[config.mk]
export PLATFORM = sky130hd
export DESIGN_NAME = multicycle_controller_flat
export DESIGN_NICKNAME = d
export VERILOG_FILES = /design/src/rtl/multicycle_controller_if.sv /design/src/rtl/multicycle_controller.sv /design/src/flat_wrapper.sv
export SDC_FILE = /design/constraint.sdc
export NUM_CORES = 1
export LEC_CHECK = 0
export CAP_MARGIN = 10
export CORE_MARGIN = 4
export CORE_UTILIZATION = 47
export CTS_BUF_LIST = sky130_fd_sc_hd__clkbuf_4 sky130_fd_sc_hd__clkbuf_8
export DETAILED_ROUTE_END_ITERATION = 10
export PLACE_DENSITY = 0.82
export SLEW_MARGIN = 20
export SYNTH_ARGS = -nofsm -noshare
export SYNTH_HDL_FRONTEND = slang
export SYNTH_SLANG_ARGS = --single-unit
export TNS_END_PERCENT = 5
[constraint.sdc]
create_clock -name clk -period 3.04 [get_ports clk]
set_input_delay 0.304 -clock clk [delete_from_list [all_inputs] [get_ports clk]]
set_output_delay 0.304 -clock clk [all_outputs]
set_load 0.03 [all_outputs]
[src/rtl/multicycle_controller_if.sv]
// Control bundle between the multicycle sequencer (master) and the RISCY datapath/memory (slave).
interface multicycle_controller_if #(
  parameter int CNT_W = 32
);
  logic [31:0]      instruction;
  logic             mem_ready;
  logic             pc_write;
  logic             pc_write_cond;
  logic [1:0]       pc_source;
  logic             ir_write;
  logic             i_or_d;
  logic             mem_read;
  logic             mem_write;
  logic             mem_to_reg;
  logic             reg_dst;
  logic             reg_write;
  logic             alu_src_a;
  logic [1:0]       alu_src_b;
  logic [2:0]       alu_op;
  logic [3:0]       state;
  logic             illegal_op;
  logic             mem_timeout;
  logic [CNT_W-1:0] retired;

  modport master (
    input  instruction, mem_ready,
    output pc_write, pc_write_cond, pc_source, ir_write, i_or_d, mem_read, mem_write,
           mem_to_reg, reg_dst, reg_write, alu_src_a, alu_src_b, alu_op, state,
           illegal_op, mem_timeout, retired
  );

  modport slave (
    output instruction, mem_ready,
    input  pc_write, pc_write_cond, pc_source, ir_write, i_or_d, mem_read, mem_write,
           mem_to_reg, reg_dst, reg_write, alu_src_a, alu_src_b, alu_op, state,
           illegal_op, mem_timeout, retired
  );
endinterface

[src/rtl/multicycle_controller.sv]
// Moore sequencer stepping RISCY instructions through fetch/decode/execute/memory/writeback,
// with a mem_ready watchdog, sticky trap flags and a retired-instruction counter.
module multicycle_controller #(
  parameter int TIMEOUT = 16,
  parameter int CNT_W   = 32
) (
  input logic                      clk,
  input logic                      reset,
  multicycle_controller_if.master  bus
);

  typedef enum logic [3:0] {
    S_FETCH     = 4'd0,
    S_DECODE    = 4'd1,
    S_MEM_ADDR  = 4'd2,
    S_MEM_READ  = 4'd3,
    S_MEM_WB    = 4'd4,
    S_MEM_WRITE = 4'd5,
    S_EXEC      = 4'd6,
    S_ALU_WB    = 4'd7,
    S_BRANCH    = 4'd8,
    S_JUMP      = 4'd9,
    S_TRAP      = 4'd10
  } state_t;

  localparam logic [5:0] OP_RTYPE = 6'b000000;
  localparam logic [5:0] OP_SLT   = 6'b010111;
  localparam logic [5:0] OP_ADDI  = 6'b010000;
  localparam logic [5:0] OP_ANDI  = 6'b010001;
  localparam logic [5:0] OP_XORI  = 6'b010010;
  localparam logic [5:0] OP_SLTI  = 6'b011000;
  localparam logic [5:0] OP_BEQ   = 6'b010011;
  localparam logic [5:0] OP_LW    = 6'b010101;
  localparam logic [5:0] OP_SW    = 6'b010110;
  localparam logic [5:0] OP_J     = 6'b011001;

  localparam int              WD_W    = (TIMEOUT > 1) ? $clog2(TIMEOUT) : 1;
  localparam logic [WD_W-1:0] WD_LAST = WD_W'((TIMEOUT > 0) ? (TIMEOUT - 1) : 0);

  function automatic logic is_rfmt(input logic [5:0] op);
    return (op == OP_RTYPE) || (op == OP_SLT);
  endfunction

  function automatic logic is_ifmt(input logic [5:0] op);
    return (op == OP_ADDI) || (op == OP_ANDI) || (op == OP_XORI) || (op == OP_SLTI);
  endfunction

  state_t           state_r;
  state_t           state_next_s;
  logic [5:0]       op_r;
  logic [5:0]       dec_op_s;
  logic [WD_W-1:0]  wd_cnt_r;
  logic             wd_expired_s;
  logic             timeout_hit_s;
  logic             is_wait_s;
  logic             retire_s;
  logic             illegal_r;
  logic             timeout_r;
  logic [CNT_W-1:0] retired_r;

  assign dec_op_s  = bus.instruction[31:26];
  assign is_wait_s = (state_r == S_FETCH) || (state_r == S_MEM_READ) || (state_r == S_MEM_WRITE);
  // A late mem_ready on the final watchdog cycle still wins over the trap.
  assign wd_expired_s = (TIMEOUT != 0) && is_wait_s && (wd_cnt_r == WD_LAST) && !bus.mem_ready;

  // Next-state selection.
  always_comb begin
    state_next_s  = state_r;
    timeout_hit_s = 1'b0;
    case (state_r)
      S_FETCH, S_MEM_READ, S_MEM_WRITE: begin
        if (bus.mem_ready) begin
          if (state_r == S_FETCH) begin
            state_next_s = S_DECODE;
          end else if (state_r == S_MEM_READ) begin
            state_next_s = S_MEM_WB;
          end else begin
            state_next_s = S_FETCH;
          end
        end else if (wd_expired_s) begin
          state_next_s  = S_TRAP;
          timeout_hit_s = 1'b1;
        end else begin
          state_next_s = state_r;
        end
      end
      S_DECODE: begin
        if ((dec_op_s == OP_LW) || (dec_op_s == OP_SW)) begin
          state_next_s = S_MEM_ADDR;
        end else if (is_rfmt(dec_op_s) || is_ifmt(dec_op_s)) begin
          state_next_s = S_EXEC;
        end else if (dec_op_s == OP_BEQ) begin
          state_next_s = S_BRANCH;
        end else if (dec_op_s == OP_J) begin
          state_next_s = S_JUMP;
        end else begin
          state_next_s = S_TRAP;
        end
      end
      S_MEM_ADDR: state_next_s = (op_r == OP_LW) ? S_MEM_READ : S_MEM_WRITE;
      S_MEM_WB:   state_next_s = S_FETCH;
      S_EXEC:     state_next_s = S_ALU_WB;
      S_ALU_WB:   state_next_s = S_FETCH;
      S_BRANCH:   state_next_s = S_FETCH;
      S_JUMP:     state_next_s = S_FETCH;
      S_TRAP:     state_next_s = S_TRAP;
      default:    state_next_s = S_TRAP;
    endcase
  end

  // Every completing state exits to FETCH; TRAP and DECODE never do.
  assign retire_s = (state_next_s == S_FETCH) && (state_r != S_FETCH) && (state_r != S_DECODE)
                    && (state_r != S_TRAP);

  // State, latched opcode, watchdog, trap flags and retired counter.
  always_ff @(posedge clk) begin
    if (reset) begin
      state_r   <= S_FETCH;
      op_r      <= 6'd0;
      wd_cnt_r  <= '0;
      illegal_r <= 1'b0;
      timeout_r <= 1'b0;
      retired_r <= '0;
    end else begin
      state_r <= state_next_s;
      if (state_r == S_DECODE) begin
        op_r <= dec_op_s;
      end
      if ((state_r == S_DECODE) && (state_next_s == S_TRAP)) begin
        illegal_r <= 1'b1;
      end
      if (timeout_hit_s) begin
        timeout_r <= 1'b1;
      end
      if (state_next_s != state_r) begin
        wd_cnt_r <= '0;
      end else if (is_wait_s && !bus.mem_ready) begin
        wd_cnt_r <= wd_cnt_r + WD_W'(1);
      end
      if (retire_s) begin
        retired_r <= retired_r + CNT_W'(1);
      end
    end
  end

  // Moore output decode; FETCH strobes also depend on mem_ready, everything is 0 in reset.
  always_comb begin
    bus.pc_write      = 1'b0;
    bus.pc_write_cond = 1'b0;
    bus.pc_source     = 2'b00;
    bus.ir_write      = 1'b0;
    bus.i_or_d        = 1'b0;
    bus.mem_read      = 1'b0;
    bus.mem_write     = 1'b0;
    bus.mem_to_reg    = 1'b0;
    bus.reg_dst       = 1'b0;
    bus.reg_write     = 1'b0;
    bus.alu_src_a     = 1'b0;
    bus.alu_src_b     = 2'b00;
    bus.alu_op        = 3'b000;
    if (reset) begin
      bus.mem_read = 1'b0;
    end else begin
      case (state_r)
        S_FETCH: begin
          bus.mem_read  = 1'b1;
          bus.alu_src_b = 2'b01;
          bus.ir_write  = bus.mem_ready;
          bus.pc_write  = bus.mem_ready;
        end
        S_DECODE:   bus.alu_src_b = 2'b11;
        S_MEM_ADDR: begin
          bus.alu_src_a = 1'b1;
          bus.alu_src_b = 2'b10;
        end
        S_MEM_READ: begin
          bus.mem_read = 1'b1;
          bus.i_or_d   = 1'b1;
        end
        S_MEM_WB: begin
          bus.reg_write  = 1'b1;
          bus.mem_to_reg = 1'b1;
        end
        S_MEM_WRITE: begin
          bus.mem_write = 1'b1;
          bus.i_or_d    = 1'b1;
        end
        S_EXEC: begin
          bus.alu_src_a = 1'b1;
          bus.alu_src_b = is_rfmt(op_r) ? 2'b00 : 2'b10;
          case (op_r)
            OP_RTYPE, OP_SLT: bus.alu_op = 3'b010;
            OP_ADDI:          bus.alu_op = 3'b011;
            OP_ANDI:          bus.alu_op = 3'b100;
            OP_XORI:          bus.alu_op = 3'b101;
            OP_SLTI:          bus.alu_op = 3'b110;
            default:          bus.alu_op = 3'b000;
          endcase
        end
        S_ALU_WB: begin
          bus.reg_write = 1'b1;
          bus.reg_dst   = is_rfmt(op_r);
        end
        S_BRANCH: begin
          bus.alu_src_a     = 1'b1;
          bus.alu_op        = 3'b001;
          bus.pc_write_cond = 1'b1;
          bus.pc_source     = 2'b01;
        end
        S_JUMP: begin
          bus.pc_write  = 1'b1;
          bus.pc_source = 2'b10;
        end
        default: bus.pc_write = 1'b0;
      endcase
    end
  end

  assign bus.state       = state_r;
  assign bus.illegal_op  = illegal_r;
  assign bus.mem_timeout = timeout_r;
  assign bus.retired     = retired_r;

endmodule

[src/flat_wrapper.sv]
// flat-port wrapper written by rule: the top's interface ports become plain ports
module multicycle_controller_flat 
#(
  parameter int TIMEOUT = 16,
  parameter int CNT_W   = 32
)
  (clk, reset, bus_instruction, bus_mem_ready, bus_pc_write, bus_pc_write_cond, bus_pc_source, bus_ir_write, bus_i_or_d, bus_mem_read, bus_mem_write, bus_mem_to_reg, bus_reg_dst, bus_reg_write, bus_alu_src_a, bus_alu_src_b, bus_alu_op, bus_state, bus_illegal_op, bus_mem_timeout, bus_retired);
  multicycle_controller_if #(.CNT_W(CNT_W)) bus_i ();
  input logic clk;
  input logic reset;
  input wire logic [$bits(bus_i.instruction)-1:0] bus_instruction;
  input wire logic [$bits(bus_i.mem_ready)-1:0] bus_mem_ready;
  output wire logic [$bits(bus_i.pc_write)-1:0] bus_pc_write;
  output wire logic [$bits(bus_i.pc_write_cond)-1:0] bus_pc_write_cond;
  output wire logic [$bits(bus_i.pc_source)-1:0] bus_pc_source;
  output wire logic [$bits(bus_i.ir_write)-1:0] bus_ir_write;
  output wire logic [$bits(bus_i.i_or_d)-1:0] bus_i_or_d;
  output wire logic [$bits(bus_i.mem_read)-1:0] bus_mem_read;
  output wire logic [$bits(bus_i.mem_write)-1:0] bus_mem_write;
  output wire logic [$bits(bus_i.mem_to_reg)-1:0] bus_mem_to_reg;
  output wire logic [$bits(bus_i.reg_dst)-1:0] bus_reg_dst;
  output wire logic [$bits(bus_i.reg_write)-1:0] bus_reg_write;
  output wire logic [$bits(bus_i.alu_src_a)-1:0] bus_alu_src_a;
  output wire logic [$bits(bus_i.alu_src_b)-1:0] bus_alu_src_b;
  output wire logic [$bits(bus_i.alu_op)-1:0] bus_alu_op;
  output wire logic [$bits(bus_i.state)-1:0] bus_state;
  output wire logic [$bits(bus_i.illegal_op)-1:0] bus_illegal_op;
  output wire logic [$bits(bus_i.mem_timeout)-1:0] bus_mem_timeout;
  output wire logic [$bits(bus_i.retired)-1:0] bus_retired;
  assign bus_i.instruction = bus_instruction;
  assign bus_i.mem_ready = bus_mem_ready;
  assign bus_pc_write = bus_i.pc_write;
  assign bus_pc_write_cond = bus_i.pc_write_cond;
  assign bus_pc_source = bus_i.pc_source;
  assign bus_ir_write = bus_i.ir_write;
  assign bus_i_or_d = bus_i.i_or_d;
  assign bus_mem_read = bus_i.mem_read;
  assign bus_mem_write = bus_i.mem_write;
  assign bus_mem_to_reg = bus_i.mem_to_reg;
  assign bus_reg_dst = bus_i.reg_dst;
  assign bus_reg_write = bus_i.reg_write;
  assign bus_alu_src_a = bus_i.alu_src_a;
  assign bus_alu_src_b = bus_i.alu_src_b;
  assign bus_alu_op = bus_i.alu_op;
  assign bus_state = bus_i.state;
  assign bus_illegal_op = bus_i.illegal_op;
  assign bus_mem_timeout = bus_i.mem_timeout;
  assign bus_retired = bus_i.retired;
  multicycle_controller #(.TIMEOUT(TIMEOUT), .CNT_W(CNT_W)) u_core (.clk(clk), .reset(reset), .bus(bus_i));
endmodule
==> impl_metrics.ini, run 1 <==
[status]
run_status = finished, final reports clean

[grt]
grt-ovfl-total = 0
first_global_vias = 2511
grt_usage_pct = 19.2
antenna_found_initial = 0
grt_first_pass_wirelength_um = 11600
largest_net_degree_at_the_start_of_global_routing = 53

[floorplan]
core_um2 = 5540
die_width_um = 83.7
initial_util_pct = 48.6
vertical_die_dimension_um = 83.7
num_io_pins = 90
floorplan.rows = 27
total_die_area_um2 = 7010

[power_and_ir_drop]
power.internal_mw = 1.10
fraction_of_power_consumed_by_the_clock_network_pct = 28.1
p_comb_share_pct = 29.7
power_leakage_nw = 1.15
power_frac_seq_pct = 42.2
worst_ir_drop_vdd_uv = 227
proportion_of_total_power_due_to_net_switching_pct = 34.2
net-switching-power_mw = 0.573
power-per-cell-area_nw_per_um2 = 478

[synthesis]
postSynthCellCount = 342
synth_top_cells_by_area = dfxtp_1, xnor2_1, nor2_1
ys_async_sr_fraction_pct = 0
syn-mean-instance-area_um2 = 7.88
synth_area_leader_cell = dfxtp_1
synth-seq-cells = 48
yosysUniqueCellTypes = 50
synthMostInstantiatedCell = nor2_1
postSynth.topFlopCell = dfxtp_1
yosysSeqAreaShare_pct = 35.7
mappedNetlistNets = 379
synth.cells.most_frequent = nor2_1, dfxtp_1, xnor2_1
synth.top_cell.area_share_pct = 35.7
syn-cell-area_um2 = 2690
synth-warning-count = 0
synth_enable_flop_cells = 0

[hold_path]
hold-path-endpoint = u_core.bus.mem_timeout
timing.hold.worst_path_depth = 2
hp-start = u_core.bus.mem_timeout
min_path_type = reg2reg

[setup_path]
rr_startpoint = u_core.wd_cnt_r[0]
criticalPathCategory = reg2out
reg2reg_setup_slack_ps = 490
crit_slowest_cell = clkdlybuf4s50_1
worst_ep_arrival_time_ps = 2480
critPathMaxFanout = 11
setup.worst_path.start_class = flop
cp.required_ps = 2740
r2r_cells = 8
endpoint_kind = output pin
worst_r2r_endpoint = u_core.wd_cnt_r[0]
cp_cell_sequence = nor2_1, nand2_1, or3_1, nor4b_1, clkdlybuf4s50_1
max_stage_delay_ps = 730

[finish]
area_growth_syn_to_layout_pct = 30.0
post_route_cells_drive_above_1_share_pct = 6.23
num-nets-final = 437
antenna_cells_inserted = 0

[cts]
numCtsBuffers = 5
tritoncts = built
clock_latency_late_sink_ps = 310
hold_buf_count_cts = 0
clkTransAtPathRegs_ps = 90
cts.root.buffer_cell = clkbuf_8
gates_resized_cts_repair = 0
post_cts.repair.setup_buffers = 0
clock_sinks = 48
ctsHtreeMaxLevel = 2
clockBufferDepth = 2

[sta]
report.final.setup_viol = 0
finalHoldWorstSlack_ps = 491
finalHoldViolCount = 0
fmaxAchievable_mhz = 359
fin_tns_setup_ps = 0
timing.clock.skew_ps = 8.14
post-route-period-util_pct = 91.6
worstMarginPinSlew_ps = 511
max-slew-margin-rel_pct = 65.9
rsz_0062_raised_after_global_routing = no
final_critical_path_required_period_ps = 2780
slew_violations = 0

[placement]
buffer_ports.inserted = 63
place_hpwl_um = 4750
gp_routability_congestion = 0.861

[detailed_routing]
vias_per_cell = 5.65
ant_nets = 0
detail_route.drc_violations = 0
total_number_of_vias = 2672
firstDrtPassIters = 4
wire_per_inst_um = 14.1
route.final.wire_length_um = 6650
initial_drt_markers = 145

[job]
drv_cap = 0
## worst max-delay path, delay by kind of cell, from the launching register on
| family | cells | cell delay [ps] |
|---|---|---|
| buf+inv | 1 | 730 |
| flops | 1 | 420 |
| simple gates | 4 | 1040 |
## metal layers
metal,track usage (%),vias up,part of all wire (%)
met1,24.3,1250,45
met4,6.87,0,1.1
met2,32.0,85,48
li1,-,1330,-
met5,0,-,0
met3,4.15,7,5.8
## registers in the layout (all words and copies together) (netlist names)
signal,flops
u_core.bus.illegal_op,1
u_core.bus.mem_timeout,1
u_core.bus.retired,32
u_core.bus.state,4
u_core.op_r,6
u_core.wd_cnt_r,4
## power by group through the flow
| stage | combinational, mW | sequential, mW | clock [mW] |
|---|---|---|---|
| 6_report | 0.497 | 0.707 | 0.471 |
| 5_1_grt | 0.544 | 0.714 | 0.509 |
| 4_1_cts | 0.496 | 0.706 | 0.480 |
| 3_5_place_dp | 0.494 | 0.721 | 0 |
| 3_3_place_gp | 0.483 | 0.719 | 0 |
| 2_1_floorplan | 0.333 | 0.726 | 0 |
## cell usage in the layout (no fill, tap or decap), types with 2 or more instances in the layout
cell             instances
clkdlybuf4s50_1         62
nor2_1                  53
dfxtp_1                 48
xnor2_1                 24
nand2_1                 21
a21oi_1                 17
nor4_1                  17
nor3_1                  16
o21ai_0                 14
nand3_1                 13
nand4_1                 11
or3_1                   10
inv_1                    9
buf_4                    8
nor2b_1                  7
mux2i_1                  7
xor2_1                   6
nand2b_1                 5
clkbuf_8                 5
nor4b_1                  4
nand4b_1                 3
nand3b_1                 2
o21a_1                   2
o21bai_1                 2
and4_1                   2
and3_1                   2
o31ai_1                  2
or4_1                    2
ha_1                     2
## through the flow
stage / power (mW) / setup slack (ps) / util, % / instance area, um^2 / instances
global route: 1.77 / 110 / 63.2 / 3500 / 473
floorplan: 1.06 / 257 / - / 2690 / 342
global placement: 1.20 / 443 / 61.1 / 3390 / 465
detailed placement: 1.21 / 382 / 61.1 / 3390 / 465
CTS: 1.68 / 249 / 63.2 / 3500 / 473
finish: 1.67 / 257 / 63.2 / 3500 / 473
## worst max path at each step
stage	from	end	slack [ps]	depth (start not counted)
4_1_cts	u_core.bus.state[3]	bus_alu_op[2]	250	5
3_3_place_gp	bus_mem_ready	u_core.wd_cnt_r[0]	440	8
5_1_grt	u_core.bus.state[3]	bus_alu_op[2]	110	5
6_report	u_core.bus.state[3]	bus_alu_op[2]	260	5
2_1_floorplan	u_core.bus.state[1]	bus_alu_op[2]	260	5
3_5_place_dp	bus_mem_ready	u_core.bus.retired[16]	380	8
## logic make-up (layout without fill, tap and decap cells)
group,Yosys count,after routing,synth area share (%)
multiplexers,8,8,3.02
adder cells (fa/ha/maj),2,2,0.929
AO/OA/AOI/OAI,49,49,11.9
XOR/XNOR,30,30,9.75
flip-flops,48,48,35.7
buffers and inverters,29,88,4.32
AND/OR/NAND/NOR,176,176,34.4
## cell type report
type	instances	area [um^2]
inverter	9	33.8
fill	501	2040
tap	72	90.1
clock inverter	3	46.3
multi-input combinational	265	1620
timing repair buffer	71	686
sequential	48	961
clock buffer	5	68.8
(Power assumes the default switching activity.)
==> run 2, diff against run 1 <==
CORE_UTILIZATION = 50   (was 47)
CTS_CLUSTER_SIZE = 16   (was unset)
DONT_BUFFER_PORTS = 1   (was unset)
PLACE_DENSITY = unset   (was 0.82)
==> run 2 against run 1 <==
Net effect:
- clock-buffer cell count unchanged
- die area down 5.4%
- combinational power down 16%
- worst setup slack better by 280 ps
- wire length down 4.0%
- first-iteration DRC count down 37%
- sequential share of layout area up 4.3 points
- highest routed layer unchanged
==> impl_metrics.ini, run 2 (synthesis results as in run 1) <==
[finish]
final_design_area_no_fill_um2 = 3030
most-common-layout-cells = nor2_1, dfxtp_1, buf_4
post_route_cells_drive_above_1_share_pct = 11.8
num-nets-final = 392
largest_register_ffs = 32
final.fill_count = 502
seqCellArea_um2 = 961
multiInputGateArea_um2 = 1620
layout.cells.most_common = nor2_1
antenna_cells_inserted = 0
area_growth_syn_to_layout_pct = 12.5
final_util_pct = 58.6

[setup_path]
r2r_cells = 8
cp.buffers_inverters = 2
kind_of_cell_adding_the_most_delay_to_the_critical_path = simple AND/OR/NAND/NOR gates
critPathMaxFanout = 12
setup.worst_path.start_class = flop
crit_cells = 5
endpoint_kind = output pin
cp_cell_sequence = buf_4, nand2_1, or3_1, nor4b_1, buf_4
criticalPathCategory = reg2out
critical_path_most_common_cell = buf_4
crit_slowest_cell = dfxtp_1
max_stage_delay_ps = 590
cp.required_ps = 2740
worst_ep_arrival_time_ps = 2190

[floorplan]
floorplan.rows = 26
die_width_um = 81.4
total_die_area_um2 = 6630
core_um2 = 5170
initial_util_pct = 52.1
num_io_pins = 90
vertical_die_dimension_um = 81.4

[placement]
gp_routability_congestion = 0.824
place_hpwl_um = 4560
placed_cell_area_um2 = 2890
place_ws_ps = 550
buffer_ports.inserted = 0

[detailed_routing]
firstDrtPassIters = 4
route.final.wire_length_um = 6390
ant_nets = 0
wire_per_inst_um = 15.0
total_number_of_vias = 2422
detail_route.drc_violations = 0
vias_per_cell = 5.69
initial_drt_markers = 92

[grt]
grt-ovfl-total = 0
antenna_found_initial = 0
grt_first_pass_wirelength_um = 10900
grt_usage_pct = 20.4
first_global_vias = 2312
largest_net_degree_at_the_start_of_global_routing = 54

[cts]
gates_resized_cts_repair = 0
post_cts.repair.setup_buffers = 0
clock_latency_late_sink_ps = 310
hold_buf_count_cts = 0
clock_sinks = 48
clkTransAtPathRegs_ps = 90
ctsHtreeMaxLevel = 2
cts.root.buffer_cell = clkbuf_8
numCtsBuffers = 5
clockBufferDepth = 2
tritoncts = built

[power_and_ir_drop]
power_leakage_nw = 1.05
power-per-cell-area_nw_per_um2 = 559
worst_ir_drop_vdd_uv = 372

[sta]
slew_violations = 0
fmaxAchievable_mhz = 400
finalHoldWorstSlack_ps = 76.7
max-slew-margin-rel_pct = 60.2
timing.clock.skew_ps = 10.9
finalHoldViolCount = 0
postLayoutSetupSlackWorst_ps = 541
rsz_0062_raised_after_global_routing = no
report.final.setup_viol = 0
final_critical_path_required_period_ps = 2500
worstMarginPinSlew_ps = 596
fin_tns_setup_ps = 0
post-route-period-util_pct = 82.2

[job]
drv_cap = 0

[hold_path]
min_path_type = in2reg
timing.hold.worst_path_depth = 1

[status]
run_status = finished, final reports clean
-- run 2: changes by cell type in the layout (fill, tap and decap cells not counted), sizes merged --
cell           before  now
clkinvlp            1    0
buf                 9   26
bufinv              1    2
clkdlybuf4s50      62    0
-- run 2: final timing paths --
kind	from	endpoint	slack, ps
worst min-delay path	reset	u_core.bus.state[0]	80
worst max-delay path	u_core.bus.state[2]	bus_alu_op[2]	540
worst min register to register	u_core.wd_cnt_r[1]	u_core.wd_cnt_r[1]	550
worst max register to register	u_core.wd_cnt_r[0]	u_core.wd_cnt_r[1]	540
-- run 2: metal layers --
metal	wire [um]	vias up	global-route usage, %
met5	0	-	0
met2	2830	58	31.4
met4	29	0	4.73
li1	-	1252	-
met1	3100	1110	27.8
met3	436	2	6.54
-- run 2: report_power, final --
group          internal, mW  switching (mW)
sequential            0.656          0.0641
clock                 0.331           0.225
combinational         0.155           0.264
total                  1.14           0.554
-- run 2: per-stage QoR --
stage	instances	total power, mW
2_1_floorplan	342	1.06
3_3_place_gp	418	1.15
3_5_place_dp	418	1.15
4_1_cts	426	1.71
5_1_grt	426	1.79
6_report	426	1.70
-- run 2: final cells by class --
| type | instances | share of cell area (%) |
|---|---|---|
| Tap cell | 70 | 2.89 |
| Inverter | 9 | 1.11 |
| Timing Repair Buffer | 26 | 6.44 |
| Clock inverter | 3 | 2.27 |
| Multi-Input combinational cell | 265 | 53.3 |
| Clock buffer | 5 | 2.27 |
| Sequential cell | 48 | 31.7 |
==> run 3, diff against run 2 <==
PLACE_DENSITY = 0.68   (was unset)
clock period = 2.1 ns   (was 3.04 ns; I/O delays follow)
==> run 3 against run 2 <==
Net effect:
- the run now ends with setup timing left
- cell area grew 28%
- global-route usage rose by 2.4 points
- clock skew increased by 1.8 ps
- highest routed layer unchanged
- largest cell class unchanged
- first-iteration DRC count is 80% higher
- cell count rose by 17%
==> impl_metrics.ini, run 3 (synthesis results as in run 1) <==
[sta]
finalHoldWorstSlack_ps = 77.1
max-slew-margin-rel_pct = 70.0
fin_tns_setup_ps = -1150
finalHoldViolCount = 0
slew_violations = 0
postLayoutSetupSlackWorst_ps = -167
report.final.setup_viol = 13
rsz_0062_raised_after_global_routing = yes
fmaxAchievable_mhz = 441
post-route-period-util_pct = 108
timing.clock.skew_ps = 12.7
final_critical_path_required_period_ps = 2270
worstMarginPinSlew_ps = 444

[cts]
tritoncts = built
clock_sinks = 48
cts.root.buffer_cell = clkbuf_8
numCtsBuffers = 5
clock_latency_late_sink_ps = 300
clockBufferDepth = 2
clkTransAtPathRegs_ps = 90
ctsHtreeMaxLevel = 2

[finish]
layout.cells.most_common = buf_4
area_growth_syn_to_layout_pct = 43.7
most-common-layout-cells = buf_4, nor2_1, dfxtp_1
post_route_cells_drive_above_1_share_pct = 36.0
final_design_area_no_fill_um2 = 3870
antenna_cells_inserted = 0
final_util_pct = 74.8
num-nets-final = 466
largest_register_ffs = 32

[floorplan]
total_die_area_um2 = 6630
floorplan.rows = 26
num_io_pins = 90
die_width_um = 81.4
core_um2 = 5170
initial_util_pct = 52.1
vertical_die_dimension_um = 81.4

[grt]
grt_first_pass_wirelength_um = 12100
grt_usage_pct = 22.8
antenna_found_initial = 0
largest_net_degree_at_the_start_of_global_routing = 54
first_global_vias = 2651
grt-ovfl-total = 0

[setup_path]
crit_slowest_cell = or4_4
endpoint_kind = flop
critPathMaxFanout = 7
crit_start = u_core.bus.state[1]
cp_cell_sequence = buf_6, xor2_4, o211ai_2, o221ai_2, or4_4, or4_4, a21oi_2
rr_startpoint = u_core.bus.state[1]
kind_of_cell_adding_the_most_delay_to_the_critical_path = simple AND/OR/NAND/NOR gates
criticalPathCategory = reg2reg
max_stage_delay_ps = 610
cp.buffers_inverters = 1
worst_ep_arrival_time_ps = 2510
cp.required_ps = 2340
setup.worst_path.start_class = flop
critical_path_most_common_cell = or4_4

[power_and_ir_drop]
power_leakage_nw = 1.47
worst_ir_drop_vdd_uv = 535
power-per-cell-area_nw_per_um2 = 663

[status]
run_status = complete, but fails checks
failed_checks = setup timing

[detailed_routing]
route.final.wire_length_um = 7940
detail_route.drc_violations = 0
total_number_of_vias = 2873
initial_drt_markers = 166
wire_per_inst_um = 15.9
firstDrtPassIters = 4
vias_per_cell = 5.75
ant_nets = 0

[placement]
gp_routability_congestion = 0.854
buffer_ports.inserted = 0
placed_cell_area_um2 = 3370
place_hpwl_um = 5190

[hold_path]
hp-start = bus_instruction[26]
min_path_type = in2reg

[job]
drv_cap = 0
-- run 3: worst paths after layout --
path	slack [ps]	cells after the start	endpoint
min	80	2	u_core.op_r[0]
min reg2reg	580	2	u_core.bus.retired[1]
max reg2reg	-170	7	u_core.bus.retired[31]
max	-170	7	u_core.bus.retired[31]
-- run 3: area by class of cell --
cell class | instances | area, um^2
Clock buffer | 7 | 90.1
Tap cell | 70 | 87.6
Inverter | 9 | 33.8
Sequential cell | 48 | 975
Multi-Input combinational cell | 265 | 1860
Fill cell | 359 | 1300
Clock inverter | 1 | 7.51
Timing Repair Buffer | 100 | 820
-- run 3: what timing repair did --
action                                  4_1_cts  5_1_grt
setup buffers                                 1        3
pin swaps                                     8       10
gates cloned                                  0        0
hold buffers                                  7        1
resized for setup                            22       39
endpoints found under the setup margin       33       42
endpoints found under the hold margin        44       37
-- run 3: per-stage QoR --
step | power [mW] | cells | setup slack [ps]
2_1_floorplan | 1.54 | 342 | -280
3_3_place_gp | 1.79 | 480 | -207
3_5_place_dp | 1.81 | 480 | -297
4_1_cts | 2.47 | 496 | -137
5_1_grt | 2.69 | 500 | -220
6_report | 2.57 | 500 | -167
-- run 3: routing by layer --
| layer | wire [um] | track usage [%] | vias to the layer above |
|---|---|---|---|
| met3 | 479 | 6.54 | 19 |
| met5 | 0 | 0 | - |
| met1 | 3330 | 29.6 | 1373 |
| met4 | 160 | 6.76 | 0 |
| li1 | - | - | 1388 |
| met2 | 3970 | 36.6 | 93 |
-- run 3: power breakdown --
part | switching, mW | internal, mW
clock | 0.309 | 0.281
combinational | 0.546 | 0.428
sequential | 0.0496 | 0.952
total | 0.905 | 1.66
